==> src/rtl/regfile_write_arbiter_pkg.sv <==
// Purpose: shared register-file types, sizes and the write-enable decoder.
// Latency: n/a (types and a pure function only).
// Backpressure: n/a.
package regfile_pkg;

    localparam int NUM_REGS = 32;
    localparam int ZERO_REG = 31;
    localparam int DATA_W   = 64;
    localparam int ADDR_W   = 5;

    typedef logic [ADDR_W-1:0]   reg_addr_t;
    typedef logic [DATA_W-1:0]   reg_data_t;
    typedef logic [NUM_REGS-1:0] wr_en_t;

    // One-hot write enable for a register address. Register 31 reads as zero,
    // so a write aimed at it produces no enable at all.
    function automatic wr_en_t decode_we(input reg_addr_t addr);
        wr_en_t we;
        we = '0;
        if (int'(addr) != ZERO_REG) begin
            we[addr] = 1'b1;
        end
        return we;
    endfunction

endpackage

==> src/rtl/regfile_write_arbiter_if.sv <==
// Purpose: bundle of the per-requester writeback valid/ready/addr/data lanes.
// Latency: n/a (wires only).
// Backpressure: requesters hold valid/addr/data stable until they see ready.
interface regfile_write_arbiter_if #(
    parameter int NUM_REQ = 3,
    parameter int DATA_W  = 64,
    parameter int ADDR_W  = 5
);
    logic [NUM_REQ-1:0]             req_valid;
    logic [NUM_REQ-1:0][ADDR_W-1:0] req_addr;
    logic [NUM_REQ-1:0][DATA_W-1:0] req_data;
    logic [NUM_REQ-1:0]             req_ready;

    modport master (
        output req_valid,
        output req_addr,
        output req_data,
        input  req_ready
    );

    modport slave (
        input  req_valid,
        input  req_addr,
        input  req_data,
        output req_ready
    );
endinterface

==> src/rtl/regfile_write_arbiter_rr_arbiter.sv <==
// Purpose: N-way round-robin arbiter; search starts at ptr and wraps modulo N.
// Latency: purely combinational, grant in the same cycle as valid.
// Backpressure: en=0 suppresses the grant while still reporting the winner index.
module rr_arbiter #(
    parameter int N  = 3,
    parameter int PW = (N > 1) ? $clog2(N) : 1
) (
    input  logic [N-1:0]  valid,
    input  logic          en,
    input  logic [PW-1:0] ptr,
    output logic [N-1:0]  grant,
    output logic [PW-1:0] grant_idx
);

    logic found;
    int   j;

    // First valid requester at or after ptr wins; grant is gated by en.
    always_comb begin
        grant     = '0;
        grant_idx = '0;
        found     = 1'b0;
        j         = 0;
        for (int i = 0; i < N; i++) begin
            j = int'(ptr) + i;
            if (j >= N) begin
                j = j - N;
            end
            if (!found && valid[j]) begin
                found     = 1'b1;
                grant[j]  = en;
                grant_idx = PW'(j);
            end
        end
    end

endmodule

==> src/rtl/regfile_write_arbiter.sv <==
// Purpose: shares the register file write port among NUM_REQ writeback sources.
// Latency: accept at edge N drives WriteEnable/WriteData during cycle N..N+1.
// Backpressure: one accept per cycle; freeze or reset withholds every ready.
module regfile_write_arbiter #(
    parameter int NUM_REQ = 3,
    parameter int DATA_W  = 64,
    parameter int ADDR_W  = 5,
    parameter int CNT_W   = 16
) (
    input  logic                     clk,
    input  logic                     reset,
    input  logic                     freeze,
    regfile_write_arbiter_if.slave   wb,
    output regfile_pkg::wr_en_t      WriteEnable,
    output logic [DATA_W-1:0]        WriteData,
    output regfile_pkg::wr_en_t      pending_mask,
    output logic [CNT_W-1:0]         contention_cnt
);
    import regfile_pkg::*;

    localparam int PW = (NUM_REQ > 1) ? $clog2(NUM_REQ) : 1;

    logic [PW-1:0]      ptr;
    logic [PW-1:0]      gidx;
    logic [NUM_REQ-1:0] grant;
    logic               arb_en;
    logic               accept;
    logic               contended;

    // Nothing may be accepted while frozen or while reset is held.
    assign arb_en = ~freeze & reset;

    rr_arbiter #(
        .N  (NUM_REQ),
        .PW (PW)
    ) u_arb (
        .valid     (wb.req_valid),
        .en        (arb_en),
        .ptr       (ptr),
        .grant     (grant),
        .grant_idx (gidx)
    );

    assign wb.req_ready = grant;
    assign accept       = |grant;
    assign contended    = ($countones(wb.req_valid) >= 2);
    assign pending_mask = WriteEnable;

    // Pointer moves just past the winner so it has lowest priority next time.
    always_ff @(posedge clk or negedge reset) begin
        if (!reset) begin
            ptr <= '0;
        end else if (accept) begin
            ptr <= (int'(gidx) == NUM_REQ - 1) ? '0 : gidx + 1'b1;
        end
    end

    // Output register: enable is a one-cycle pulse, data holds between writes.
    always_ff @(posedge clk or negedge reset) begin
        if (!reset) begin
            WriteEnable <= '0;
            WriteData   <= '0;
        end else if (accept) begin
            WriteEnable <= decode_we(reg_addr_t'(wb.req_addr[gidx]));
            WriteData   <= wb.req_data[gidx];
        end else begin
            WriteEnable <= '0;
        end
    end

    // Saturating count of accepts made while two or more sources were waiting.
    always_ff @(posedge clk or negedge reset) begin
        if (!reset) begin
            contention_cnt <= '0;
        end else if (accept && contended && (contention_cnt != {CNT_W{1'b1}})) begin
            contention_cnt <= contention_cnt + 1'b1;
        end
    end

endmodule

==> src/flat_wrapper.sv <==
// flat-port wrapper written by rule: the top's interface ports become plain ports
module regfile_write_arbiter_flat import regfile_pkg::*;
#(
    parameter int NUM_REQ = 3,
    parameter int DATA_W  = 64,
    parameter int ADDR_W  = 5,
    parameter int CNT_W   = 16
)
  (clk, reset, freeze, WriteEnable, WriteData, pending_mask, contention_cnt, wb_req_valid, wb_req_addr, wb_req_data, wb_req_ready);
  regfile_write_arbiter_if #(.NUM_REQ(NUM_REQ), .DATA_W(DATA_W), .ADDR_W(ADDR_W)) wb_i ();
  input  logic clk;
  input  logic reset;
  input  logic freeze;
  output regfile_pkg::wr_en_t WriteEnable;
  output logic [DATA_W-1:0] WriteData;
  output regfile_pkg::wr_en_t pending_mask;
  output logic [CNT_W-1:0] contention_cnt;
  input wire logic [$bits(wb_i.req_valid)-1:0] wb_req_valid;
  input wire logic [$bits(wb_i.req_addr)-1:0] wb_req_addr;
  input wire logic [$bits(wb_i.req_data)-1:0] wb_req_data;
  output wire logic [$bits(wb_i.req_ready)-1:0] wb_req_ready;
  assign wb_i.req_valid = wb_req_valid;
  assign wb_i.req_addr = wb_req_addr;
  assign wb_i.req_data = wb_req_data;
  assign wb_req_ready = wb_i.req_ready;
  regfile_write_arbiter #(.NUM_REQ(NUM_REQ), .DATA_W(DATA_W), .ADDR_W(ADDR_W), .CNT_W(CNT_W)) u_core (.clk(clk), .reset(reset), .freeze(freeze), .wb(wb_i), .WriteEnable(WriteEnable), .WriteData(WriteData), .pending_mask(pending_mask), .contention_cnt(contention_cnt));
endmodule
==> config.mk <==
export PLATFORM = sky130hd
export DESIGN_NAME = regfile_write_arbiter_flat
export DESIGN_NICKNAME = d
export VERILOG_FILES = /design/src/rtl/regfile_write_arbiter_pkg.sv /design/src/rtl/regfile_write_arbiter_if.sv /design/src/rtl/regfile_write_arbiter_rr_arbiter.sv /design/src/rtl/regfile_write_arbiter.sv /design/src/flat_wrapper.sv
export SDC_FILE = /design/constraint.sdc
export NUM_CORES = 1
export LEC_CHECK = 0
export CAP_MARGIN = 20
export CELL_PAD_IN_SITES_DETAIL_PLACEMENT = 1
export CELL_PAD_IN_SITES_GLOBAL_PLACEMENT = 1
export CORE_ASPECT_RATIO = 2
export CORE_UTILIZATION = 30
export CTS_CLUSTER_SIZE = 28
export DETAILED_ROUTE_END_ITERATION = 8
export PLACE_DENSITY = 0.82
export SLEW_MARGIN = 25
export SYNTH_ARGS = -nofsm -noshare
export SYNTH_HDL_FRONTEND = slang
export SYNTH_SLANG_ARGS = --single-unit
==> constraint.sdc <==
create_clock -name clk -period 5.2 [get_ports clk]
set_input_delay 0.52 -clock clk [delete_from_list [all_inputs] [get_ports clk]]
set_output_delay 0.52 -clock clk [all_outputs]
set_load 0.05 [all_outputs]
==> run metrics, run 1 <==
outcome complete, no violations; Tot GR Track Use a little over a fifth; Max H-tree Level 4; flops & latches, synth around 110; Core Region roughly 21000 um2; routed vias about 6300; Placer Congestion between 0.8 and 0.9; routed wl met2 between 10000 and 15000 um; ANT nets after route 0; drt total wl between 20000 and 25000 um; Setup violations, final 0; Hold Fails Final Rpt 0; CTS tree yes; number of flops mapped to enable cells by yosys 0; Bufs on Longest Clock Path 2; average wire per standard cell ~19 um; Starting Density between 30% and 40%; # Post-CTS Setup Buffers 0; critical path startpoint category register; RSZ-0062 raised after global routing false; grt ovf 0; hpwl dp about 19000 um; Syn Inst Count 698; worst hold path class in -> async; die area 22500 um2; CTS resizes 0; vias per cell about 4.9; Synth area leader dfrtp_1; floorplan row count 76; Clk Latency, worst-skew pair around 0.42 ns; Ports between 300 and 400; CP endpoint kind primary output; Worst Tran Pin Value slightly below 0.8 ns; Post-Syn Area approximately 6600 um2; clock buffer count from CTS 17; hold-fix buffer count after cts 0; Reg clk slew, reported paths approximately 0.06 ns; Synth Net Count between 900 and 1000; pin count of the biggest net entering global routing 131; maximum VDD drop roughly 0.00030 V; height of the die ~210 um; worst slew margin relative to its limit a little under half; CTS Sinks about 110; register area share after synthesis between 40% and 50%; highest clock rate around 0.27 GHz; part of the cycle the worst path needs a little over two thirds; Yosys top cell area share 43.5%; met3 WL around 1200 um; IO buf count between 300 and 400; Period minus WS final 3.67 ns; worst-path fanout max 8; first-pass GRT wire length 36800 um; root buf cell clkbuf_16; main flop type after synthesis dfrtp_1; asr flop ratio synth between 90% and 100%; post-place setup slack between 1.5 and 2 ns; LEAKAGE ~4.6 nW; net count reported at finish roughly 1200; synthesis-to-layout area growth 63.3%; Die W roughly 110 um; setup_tns 0 ns; WP data required roughly 4.7 ns; max cap viols 0; power density over the cells ~610 nW/um2; fillers about 2500; Slew Viols, Final 0; Critical Path AT approximately 3.2 ns; First-pass DRT Iterations 4; initial antenna violation count 2; Met1 Wirelength approximately 8400 um; number of global-route vias before repair ~6700; drt drc 0; Top Layer Used met4; critical path class reg -> out; final worst slack 1.53 ns; Synth cell types between 60 and 70; share of cells above drive strength 1 6.98%; Synth Warn # 0; Final Skew approximately 0.0076 ns; Avg Inst Size Synth 9.40 um2; Synth area leaders dfrtp_1, mux2i_1, a21oi_1, nand2_1, nor2_1; Starting DRT DRC Count slightly below 200
[stage by stage]
step           power (mW)  util, %  hold slack, ns  area, um2  cells
4_1_cts              6.56     49.8          0.0253      10700   1290
6_report             6.49     49.8          0.0259      10700   1292
2_1_floorplan        4.08        -           0.224       6560    698
5_1_grt              6.86     49.8          0.0445      10700   1292
3_5_place_dp         5.22     46.7           0.470      10000   1258
3_3_place_gp         5.13     46.7           0.462      10000   1258
[worst paths after layout]
path | to | start | slack, ns | cells past startpoint
worst max-delay path | wb_req_ready[0] | u_core.ptr[0]$_DFFE_PN0P_ | 1.53 | 8
worst min-delay path | u_core.contention_cnt[7]$_DFFE_PN0P_ | reset | 0.03 | 1
worst max register to register | u_core.WriteEnable[4]$_DFF_PN0_ | u_core.ptr[0]$_DFFE_PN0P_ | 1.62 | 9
worst min register to register | u_core.WriteData[23]$_DFFE_PN0P_ | u_core.WriteData[23]$_DFFE_PN0P_ | 0.48 | 2
max in group asynchronous | u_core.WriteData[7]$_DFFE_PN0P_ | reset | 4.12 | 2
min in group clk | u_core.WriteData[23]$_DFFE_PN0P_ | u_core.WriteData[23]$_DFFE_PN0P_ | 0.48 | 2
[cell families after synthesis]
family	share of synthesized area (%)
AOI/OAI and AO/OA	15.1
xor gates and xnor gates	2.00
adders and majority gates	1.14
buffers and inverters	8.74
DFF	43.5
muxes	11.6
other	0.0572
and+or+nand+nor	17.9
[final cells by class]
class / count / area [um2] / area share (%)
repair buffers: 367 / 3680 / 34.3
flip-flops and latches: 114 / 2850 / 26.6
clock buffers: 18 / 429 / 4.01
inverters: 5 / 18.8 / 0.175
multi-input cells: 499 / 3160 / 29.5
clock inverters: 14 / 225 / 2.10
diodes: 2 / 5.00 / 0.0467
well taps: 273 / 342 / 3.19
[critical path: stages (launching register included)]
cell and delay (ns):
dfrtp_1 0.41, inv_1 0.10, ha_1 0.36, mux2_2 0.41
and2_0 0.17, o2111a_1 0.26, a221oi_1 0.23, nor2_1 0.07
clkdlybuf4s50_1 0.72
[layout by cell type (no fill, tap or decap), types with 3 or more instances in the layout]
cell / n
nand3_1: 5
xor2_1: 9
o21ai_1: 26
nand4_1: 5
o21a_1: 3
nand2b_1: 5
a21oi_1: 68
o21ai_0: 39
nand2_2: 3
ha_1: 6
dfrtp_1: 114
nor3_2: 3
nand4b_1: 3
clkdlybuf4s50_1: 358
clkinvlp_4: 3
nor4b_1: 3
nor2_1: 76
clkbuf_16: 17
nand2_1: 82
nor3_1: 31
inv_1: 5
inv_6: 4
nand3b_1: 3
bufinv_16: 5
xnor2_1: 6
mux2i_1: 71
nor2b_1: 3
buf_4: 7
[routing by layer]
metal | track usage (%) | vias up
met5 | 0 | -
met4 | 13.0 | 0
met3 | 4.32 | 51
met2 | 39.8 | 248
met1 | 22.1 | 2987
li1 | - | 2995
[synth_stat cells, drive strengths merged (4+ instances only)]
library cell,n
o2bb2ai,5
nor2,77
xnor2,6
ha,6
nand2,85
nand4,5
inv,5
a21oi,68
o21a,4
clkbuf,13
nand2b,6
and2,4
o21ai,67
nand3,5
xor2,9
dfrtp,114
nor3,34
mux2i,73
o31ai,4
buf,67
nor4b,6
[power breakdown]
group | internal, mW | leakage (nW) | total (mW) | switching [mW]
Clock | 0.858 | 0.308 | 1.32 | 0.458
Sequential | 1.16 | 1.48 | 1.32 | 0.161
Combinational | 1.35 | 2.82 | 3.86 | 2.51
[flip-flops by register name, summed over array words and instances (netlist names)]
signal                 count
u_core.WriteData          64
u_core.WriteEnable        32
u_core.ptr                 2
u_core.contention_cnt     16
(Power assumes the default switching activity.)
==> run 2: changes to the inputs <==
Settings changed: CORE_UTILIZATION 30 to 25, PLACE_DENSITY 0.82 to 0.73.
Clock period 5.2 ns to 3.3 ns, I/O delays scaled along.
==> run metrics, run 2 (synthesis gave the netlist of run 1 again) <==
first-pass GRT wire length 36600 um (-0.64%); initial antenna violation count 3 (+1); CP endpoint kind register; Ports 360 (unchanged); number of flip-flops in the largest register 64 (unchanged); drt total wl 24100 um (+0.58%); Die W 117 um (+9.4%); fin area 10800 um2 (+1.2%); LEAKAGE 4.66 nW (+0.90%); commonest cells after routing, fill and taps aside clkdlybuf4s50_1, dfrtp_1, nand2_1; setup_tns 0 ns (unchanged); Reg clk slew, reported paths 0.05 ns (about the same); outcome complete, no violations; worst slew margin relative to its limit 46.5% (-1.3 points); CTS Sinks 114 (unchanged); net count reported at finish 1230 (+0.57%); CTS tree yes; Period minus WS final approximately 3.1 ns; grt ovf 0 (unchanged); floorplan row count 83 (+9.2%); Critical Path AT 3.44 ns (+0.29 ns); die area 26900 um2 (+20%); Internal 5.33 mW (+58%); Starting DRT DRC Count 161 (-17%); Seq pwr share 20.4% (about the same); Setup violations, final 0 (unchanged); RSZ-0062 raised after global routing false; WP data required 3.61 ns (-1.07 ns); Clk Latency, worst-skew pair 0.42 ns (about the same); Sw Pwr 4.84 mW (+55%); hpwl dp 19200 um (+2.7%); WHS 0.0783 ns (+0.0524 ns); height of the die 231 um (+9.5%); routed vias 6252 (-0.46%); drt drc 0 (unchanged); Gate power share 60.4% (+1.0 points); Placer Congestion 0.905 (+1.9%); Bufs on Longest Clock Path 2 (unchanged); share of cells above drive strength 1 7.93% (+0.95 points); utilization after layout 42.1% (-7.8 points); synthesis-to-layout area growth 65.2%; Worst path slowest cell ha_1; average wire per standard cell 17.7 um (-4.7%); worst-path fanout max 14 (+6); CP startpoint u_core.ptr[0]$_DFFE_PN0P_; maximum VDD drop 0.000391 V (+31%); First-pass DRT Iterations 4 (unchanged); worst hold path class in -> async; Core Region 25800 um2 (+20%); top flop regs u_core.WriteData (64), u_core.WriteEnable (32), u_core.contention_cnt (16); Max H-tree Level 4 (unchanged); ANT nets after route 0 (unchanged); max cap viols 0 (unchanged); DP Area 10200 um2 (+1.5%); hold-fix buffer count after cts 0 (unchanged); Final Skew 0.00936 ns (+0.00173 ns); vias per cell 4.59 (-5.6%); part of the cycle the worst path needs a little over nine tenths; switching part of the total 47.6% (-0.63 points); Critical Path Max Stage Delay 0.44 ns (-0.28 ns); Worst Tran Pin Value 0.803 ns (+0.0222 ns); Tot GR Track Use 18.4% (-3.2 points); Slew Viols, Final 0 (unchanged); critical path class reg -> reg; Hold Fails Final Rpt 0 (unchanged); critical path startpoint category register; number of global-route vias before repair 6736 (+0.73%); Starting Density 25.5% (-5.1 points); Largest Register u_core.WriteData; root buf cell clkbuf_16; Clock Power Share 19.1% (-1.2 points); worst path cell trace inv_1 -> ha_1 -> and3b_1 -> a311o_1 -> o31ai_4 -> buf_12 -> and2_1 -> o2bb2ai_2 -> nand2_1 -> nor3_1; IO buf count 359 (unchanged); highest clock rate approximately 0.32 GHz; RR Startpoint u_core.ptr[0]$_DFFE_PN0P_; power density over the cells 938 nW/um2 (+55%); clock buffer count from CTS 17 (unchanged); post-place setup slack 0.0993 ns (-1.44 ns); pin count of the biggest net entering global routing 131 (unchanged); final worst slack 0.177 ns (-1.35 ns); most common cell after layout, fill and taps aside clkdlybuf4s50_1
[run 2: stage by stage]
stage          instances  power, mW
2_1_floorplan        698       6.43
3_3_place_gp        1332       8.20
3_5_place_dp        1332       8.32
4_1_cts             1361       10.3
5_1_grt             1362       10.8
6_report            1363       10.2
[run 2: layout make-up]
cell class / count / area [um2]
Fill cell: 3039 / 14900
Timing Repair Buffer: 374 / 3750
Multi-Input combinational cell: 499 / 3170
Sequential cell: 114 / 2850
Clock buffer: 19 / 453
Tap cell: 340 / 425
Clock inverter: 10 / 160
Inverter: 5 / 18.8
Antenna cell: 2 / 5.00
[run 2: final timing paths]
kind,endpoint,slack (ns),cells past startpoint
max reg2reg,u_core.WriteEnable[10]$_DFF_PN0_,0.18,10
max,u_core.WriteEnable[10]$_DFF_PN0_,0.18,10
min in group clk,u_core.WriteData[36]$_DFFE_PN0P_,0.48,2
min reg2reg,u_core.WriteData[36]$_DFFE_PN0P_,0.48,2
min,u_core.WriteData[0]$_DFFE_PN0P_,0.08,2
max in group asynchronous,u_core.WriteEnable[20]$_DFF_PN0_,1.96,3
[run 2: repair_timing]
| item | in CTS | in global routing |
|---|---|---|
| setup endpoints to repair | 0 | 16 |
| resized for setup | 0 | 3 |
| endpoints found under the hold margin | 0 | 0 |
| setup buffers | 0 | 0 |
[run 2: power groups by stage]
stage	combinational, mW	sequential (mW)	clock, mW
finish	6.15	2.08	1.94
global route	6.63	2.14	2.04
CTS	6.23	2.09	2.00
detailed placement	6.22	2.10	0
global placement	6.11	2.09	0
floorplan	2.98	3.45	0
[run 2: routing by layer]
metal / global-route usage (%) / wire length, um
met4: 10.2 / 1060
met1: 16.8 / 7970
met2: 34.7 / 13500
met3: 5.75 / 1610
met5: 0 / 13
[run 2: critical path, delay by kind of cell (launching register included)]
| kind | cells | cell delay, ns |
|---|---|---|
| AND/OR/NAND/NOR | 4 | 1.10 |
| AO/OA/AOI/OAI | 3 | 0.81 |
| adder cells (fa/ha/maj) | 1 | 0.44 |
| flip-flops | 1 | 0.39 |
| buffers and inverters | 2 | 0.28 |
